[config.mk]
export PLATFORM = sky130hd
export DESIGN_NAME = uart_tx
export DESIGN_NICKNAME = d
export VERILOG_FILES = /design/src/rtl/uart_pkg.sv /design/src/rtl/uart_tx_fifo.sv /design/src/rtl/uart_tx.sv
export SDC_FILE = /design/constraint.sdc
export NUM_CORES = 1
export LEC_CHECK = 0
export ABC_AREA = 1
export ABC_CLOCK_PERIOD_IN_PS = 2900
export BUFFER_PORTS_ARGS = -buffer_cell sky130_fd_sc_hd__buf_2
export CORE_MARGIN = 5
export CORE_UTILIZATION = 40
export CTS_CLUSTER_SIZE = 10
export DETAILED_ROUTE_END_ITERATION = 12
export PLACE_DENSITY_LB_ADDON = 0.15
export SETUP_SLACK_MARGIN = 0.1
export SLEW_MARGIN = 20
export SYNTH_ARGS = -nofsm -noshare
export SYNTH_HDL_FRONTEND = slang
export SYNTH_HIERARCHICAL = 1
export SYNTH_SLANG_ARGS = --single-unit
[constraint.sdc]
create_clock -name clk50 -period 2.9 [get_ports clk50]
set_clock_uncertainty 0.2 [all_clocks]
set_input_delay 0.87 -clock clk50 [delete_from_list [all_inputs] [get_ports clk50]]
set_output_delay 0.87 -clock clk50 [all_outputs]
set_load 0.05 [all_outputs]
[src/rtl/uart_pkg.sv]
// Definitions shared by the UART receiver and transmitter.
// The receive side uses the same defaults, so both ends run at the same baud.
package uart_pkg;

    localparam int unsigned NBITS             = 8;
    localparam int unsigned TICKS_PER_BIT_DEF = 16;
    localparam int unsigned CLKS_PER_TICK_DEF = 326;

    typedef enum logic [1:0] {
        IDLE     = 2'b00,
        STARTBIT = 2'b01,
        DATA     = 2'b10,
        STOPBIT  = 2'b11
    } uart_state_e;

    // Counter width that never collapses to zero bits.
    function automatic int unsigned clog2_min1(input int unsigned v);
        return (v > 1) ? $clog2(v) : 1;
    endfunction

endpackage

[src/rtl/uart_tx_fifo.sv]
// Byte FIFO with a show-ahead head. full and empty are registered from the next-state count.
module uart_tx_fifo
    import uart_pkg::*;
#(
    parameter int unsigned FIFO_DEPTH = 4
) (
    input  logic             clk50,
    input  logic             nreset,
    input  logic             wr_en,
    input  logic [NBITS-1:0] wr_data,
    input  logic             rd_en,
    output logic [NBITS-1:0] rd_data,
    output logic             full,
    output logic             empty
);

    localparam int unsigned PTR_W = clog2_min1(FIFO_DEPTH);
    localparam int unsigned CNT_W = PTR_W + 1;

    logic [NBITS-1:0] mem [FIFO_DEPTH];
    logic [PTR_W-1:0] wr_ptr;
    logic [PTR_W-1:0] rd_ptr;
    logic [CNT_W-1:0] count;
    logic [CNT_W-1:0] count_nxt_c;
    logic             wr_ok_c;
    logic             rd_ok_c;

    assign wr_ok_c = wr_en && !full;
    assign rd_ok_c = rd_en && !empty;
    assign rd_data = mem[rd_ptr];

    // A write and a pop in the same cycle leave the count unchanged.
    always_comb begin
        count_nxt_c = count;
        if (wr_ok_c && !rd_ok_c) begin
            count_nxt_c = count + CNT_W'(1);
        end else if (!wr_ok_c && rd_ok_c) begin
            count_nxt_c = count - CNT_W'(1);
        end
    end

    always_ff @(posedge clk50 or negedge nreset) begin
        if (!nreset) begin
            wr_ptr <= '0;
            rd_ptr <= '0;
            count  <= '0;
            full   <= 1'b0;
            empty  <= 1'b1;
        end else begin
            if (wr_ok_c) wr_ptr <= wr_ptr + PTR_W'(1);
            if (rd_ok_c) rd_ptr <= rd_ptr + PTR_W'(1);
            count <= count_nxt_c;
            full  <= (count_nxt_c == CNT_W'(FIFO_DEPTH));
            empty <= (count_nxt_c == '0);
        end
    end

    // Storage needs no reset; the pointers define which slots are valid.
    always_ff @(posedge clk50) begin
        if (wr_ok_c) mem[wr_ptr] <= wr_data;
    end

endmodule

[src/rtl/uart_tx.sv]
// 8N1 UART transmitter fed by a small byte FIFO, LSB first.
// Bit timing comes from a free-running divider used as a clock enable.
module uart_tx
    import uart_pkg::*;
#(
    parameter int unsigned CLKS_PER_TICK = CLKS_PER_TICK_DEF,
    parameter int unsigned TICKS_PER_BIT = TICKS_PER_BIT_DEF,
    parameter int unsigned FIFO_DEPTH    = 4
) (
    input  logic             clk50,
    input  logic             nreset,
    input  logic             wr_en,
    input  logic [NBITS-1:0] wr_data,
    output logic             full,
    output logic             empty,
    output logic             Tx,
    output logic             busy,
    output logic             done
);

    localparam int unsigned DIV_W  = clog2_min1(CLKS_PER_TICK);
    localparam int unsigned TICK_W = clog2_min1(TICKS_PER_BIT);
    localparam int unsigned BIT_W  = clog2_min1(NBITS);

    logic [DIV_W-1:0]  div_cnt;
    logic [TICK_W-1:0] count_tick;
    logic [BIT_W-1:0]  count_bit;
    logic [NBITS-1:0]  shift;
    logic [NBITS-1:0]  head_c;
    uart_state_e       state;
    logic              tick_c;
    logic              bit_last_c;
    logic              pop_c;

    assign tick_c     = (div_cnt == DIV_W'(CLKS_PER_TICK - 1));
    assign bit_last_c = (count_tick == TICK_W'(TICKS_PER_BIT - 1));
    // Pop when a frame starts from idle or chains straight off a finishing stop bit.
    assign pop_c      = tick_c && !empty &&
                        ((state == IDLE) || ((state == STOPBIT) && bit_last_c));

    uart_tx_fifo #(
        .FIFO_DEPTH(FIFO_DEPTH)
    ) u_fifo (
        .clk50  (clk50),
        .nreset (nreset),
        .wr_en  (wr_en),
        .wr_data(wr_data),
        .rd_en  (pop_c),
        .rd_data(head_c),
        .full   (full),
        .empty  (empty)
    );

    always_ff @(posedge clk50 or negedge nreset) begin
        if (!nreset) begin
            div_cnt <= '0;
        end else if (tick_c) begin
            div_cnt <= '0;
        end else begin
            div_cnt <= div_cnt + DIV_W'(1);
        end
    end

    always_ff @(posedge clk50 or negedge nreset) begin
        if (!nreset) begin
            state      <= IDLE;
            count_tick <= '0;
            count_bit  <= '0;
            shift      <= '0;
            Tx         <= 1'b1;
            busy       <= 1'b0;
            done       <= 1'b0;
        end else begin
            done <= 1'b0;
            if (tick_c) begin
                case (state)
                    IDLE: begin
                        if (!empty) begin
                            shift      <= head_c;
                            Tx         <= 1'b0;
                            count_tick <= '0;
                            busy       <= 1'b1;
                            state      <= STARTBIT;
                        end
                    end
                    STARTBIT: begin
                        if (bit_last_c) begin
                            Tx         <= shift[0];
                            count_tick <= '0;
                            count_bit  <= '0;
                            state      <= DATA;
                        end else begin
                            count_tick <= count_tick + TICK_W'(1);
                        end
                    end
                    DATA: begin
                        if (bit_last_c) begin
                            count_tick <= '0;
                            if (count_bit == BIT_W'(NBITS - 1)) begin
                                Tx    <= 1'b1;
                                state <= STOPBIT;
                            end else begin
                                shift     <= shift >> 1;
                                Tx        <= shift[1];
                                count_bit <= count_bit + BIT_W'(1);
                            end
                        end else begin
                            count_tick <= count_tick + TICK_W'(1);
                        end
                    end
                    STOPBIT: begin
                        if (bit_last_c) begin
                            done       <= 1'b1;
                            count_tick <= '0;
                            if (!empty) begin
                                shift <= head_c;
                                Tx    <= 1'b0;
                                state <= STARTBIT;
                            end else begin
                                busy  <= 1'b0;
                                state <= IDLE;
                            end
                        end else begin
                            count_tick <= count_tick + TICK_W'(1);
                        end
                    end
                    default: state <= IDLE;
                endcase
            end
        end
    end

endmodule

==> impl_metrics.tcl <==
set metrics [dict create \
    status "finished, final reports clean" \
    diodes 0 \
    hp-class "primary input to async pin" \
    synth_largest_area_cell "edfxtp_1" \
    synth_cell_type_count 33 \
    tightest_slew_ns 0.563 \
    grt_pass1_wl_um 11800 \
    startpoint_type "register" \
    area_growth_pct 12.7 \
    cpMaxStageDelayCell "dfstp_2" \
    synth.avg_cell_area_um2 9.14 \
    row_count 34 \
    p_total_mw 2.67 \
    path_clk_slew_ns 0.08 \
    crit_path_max_incr_delay_ns 0.67 \
    start_util 0.412 \
    rsz0062_at_grt "false" \
    post_cts_resize_count 0 \
    ys.flop_type "dfrtp_1" \
    grt_max_degree 19 \
    holdBufCountCts 0 \
    die_h_um 105 \
    yosysWarningCount 6 \
    drc 0 \
    synth.area.top_cells "edfxtp_1 (27%), dfrtp_1 (25%), nand2_1 (12%)" \
    p_leak_nw 1.85 \
    worstSkewPairLatency_ns 0.35 \
    worstPathCellList "buf_2" \
    vdd_ir_drop_max_v 0.000459 \
    required_ns 1.83 \
    wl_per_cell_um 12.8 \
    relSlewSlack 0.625 \
    netlist_area_um2 3590 \
    top_level_ports 16 \
    cts_sinks 70 \
    vias_per_cell 4.74 \
    multi_input_area_um2 1490 \
    max_freq_mhz 417 \
    end_kind "output pin" \
    cts_buffers 9 \
    setup_ws_ns 0.505 \
    ys_seq_area_frac 0.533 \
    antenna_found_initial 0 \
    critPathMaxFanout 10 \
    place_ws_ns 0.592 \
    synth_edf_count 32 \
    maxCapViolations 0 \
    grt_util_all_layers 0.132 \
    nFillCells 820 \
    first_pass_iters 4 \
    ff_latch_area_um2 1910 \
    worst-path-buf-inv 1 \
    h-tree-depth 3 \
    grt_pass1_vias 2444 \
    cp_top_family "flip-flops" \
    min_period_ns 2.40 \
    drive_gt1_frac 0.165 \
    fin_setup_tns_ns 0 \
    path_class "register to output pin" \
    slew_violations 0 \
    syn_nets 423 \
    wirelength_um 6850 \
    cts_root_buffer "clkbuf_8" \
    ys_ff_latch 70 \
    portBuffers 15 \
    die_x_um 105 \
    cts_tree "built" \
    synth_cells 393 \
    post-dp-hpwl_um 4900 \
    postRouteAntennaNets 0 \
    grt_overflow 0 \
    core-area_um2 8720 \
    arrival_ns 1.33 \
    hold_viol 0 \
    clock_path_buffers 2 \
    setup_viol 0 \
    gp_congestion 0.825 \
    nets 450 \
    dieArea_um2 11000 \
    num_vias 2527 \
    synth_top_area_share 0.268 \
    fin_crit_sh 0.826 \
    p_per_area_nw_per_um2 660 \
    postCtsSetupBuffers 0 \
    drt_iter0_drc 109 \
    synth-async-reset-ratio 0.543 \
]
==> where the power goes <==
group,internal (mW),switching [mW],total [mW],leakage (nW)
Combinational,0.178,0.340,0.518,0.943
Sequential,1.19,0.0707,1.26,0.792
Clock,0.495,0.403,0.898,0.111
==> layout by cell type (no fill, tap or decap), drive strengths merged, types with 6 or more instances in the layout <==
cell type / n
o22ai: 8
clkbuf: 9
nand3: 23
buf: 21
dfrtp: 36
o21ai: 28
xor2: 6
a21oi: 6
nand2: 122
edfxtp: 32
ha: 19
inv: 45
nor2: 51
==> state kept, by name, indices dropped and copies added, names as in the netlist <==
register	flops
u_fifo/mem	32
Tx	1
u_fifo/count	3
u_fifo/wr_ptr	2
busy	1
state	2
div_cnt	9
count_tick	4
u_fifo/full	1
done	1
count_bit	3
u_fifo/rd_ptr	2
u_fifo/empty	1
shift	8
==> metrics by stage <==
step | instance area (µm²) | instances | hold WS [ns] | util
after global placement | 3820 | 517 | 0.264 | 0.438
after global routing | 4050 | 533 | 0.244 | 0.464
after detailed placement | 3820 | 517 | 0.266 | 0.438
after CTS | 4050 | 533 | 0.239 | 0.464
after floorplan | 3590 | 393 | 0.249 | -
final | 4050 | 533 | 0.229 | 0.464
==> cell families (layout without fill, tap and decap cells) <==
group	count (synthesis)	in the layout	share of synthesized area
AOI/OAI and AO/OA	44	44	0.0655
and+or+nand+nor	205	205	0.267
DFF	70	70	0.533
xor gates and xnor gates	7	7	0.0171
adders and majority gates	19	19	0.0662
buffers and inverters	48	80	0.0515
==> synth_stat cells, drive strengths merged, types with 2 or more instances <==
| library cell | instances |
|---|---|
| nand3 | 23 |
| o21ai | 28 |
| ha | 19 |
| xor2 | 6 |
| nand2 | 122 |
| nor2 | 51 |
| o22ai | 8 |
| dfstp | 2 |
| a21oi | 6 |
| edfxtp | 32 |
| inv | 42 |
| nand4 | 2 |
| nor3 | 5 |
| buf | 4 |
| dfrtp | 36 |
==> layout make-up <==
| class | instances | share of cell area |
|---|---|---|
| Inverter | 43 | 0.0399 |
| Clock buffer | 9 | 0.0306 |
| Sequential cell | 70 | 0.473 |
| Clock inverter | 7 | 0.0253 |
| Tap cell | 108 | 0.0334 |
| Multi-Input combinational cell | 275 | 0.369 |
| Timing Repair Buffer | 21 | 0.0297 |
==> routing by layer <==
| metal | share of wire | global-route usage | routed length (µm) | up-vias |
|---|---|---|---|---|
| li1 | - | - | - | 1324 |
| met1 | 0.50 | 0.188 | 3440 | 1163 |
| met2 | 0.45 | 0.194 | 3070 | 30 |
| met3 | 0.034 | 0.0339 | 232 | 10 |
| met4 | 0.014 | 0.0466 | 99 | 0 |
| met5 | 0 | 0 | 0 | - |
==> final timing paths <==
path | cells past startpoint | endpoint | from | slack, ns
hold reg to reg | 2 | Tx | Tx | 0.29
min in group clk50 | 2 | Tx | Tx | 0.29
max in group asynchronous | 2 | Tx | nreset | 1.67
setup reg to reg | 15 | u_fifo/full | div_cnt[1] | 0.58
hold / removal | 1 | shift[5] | nreset | 0.23
setup / recovery | 1 | empty | u_fifo/empty | 0.50
Power figures use the tool's default switching activity.
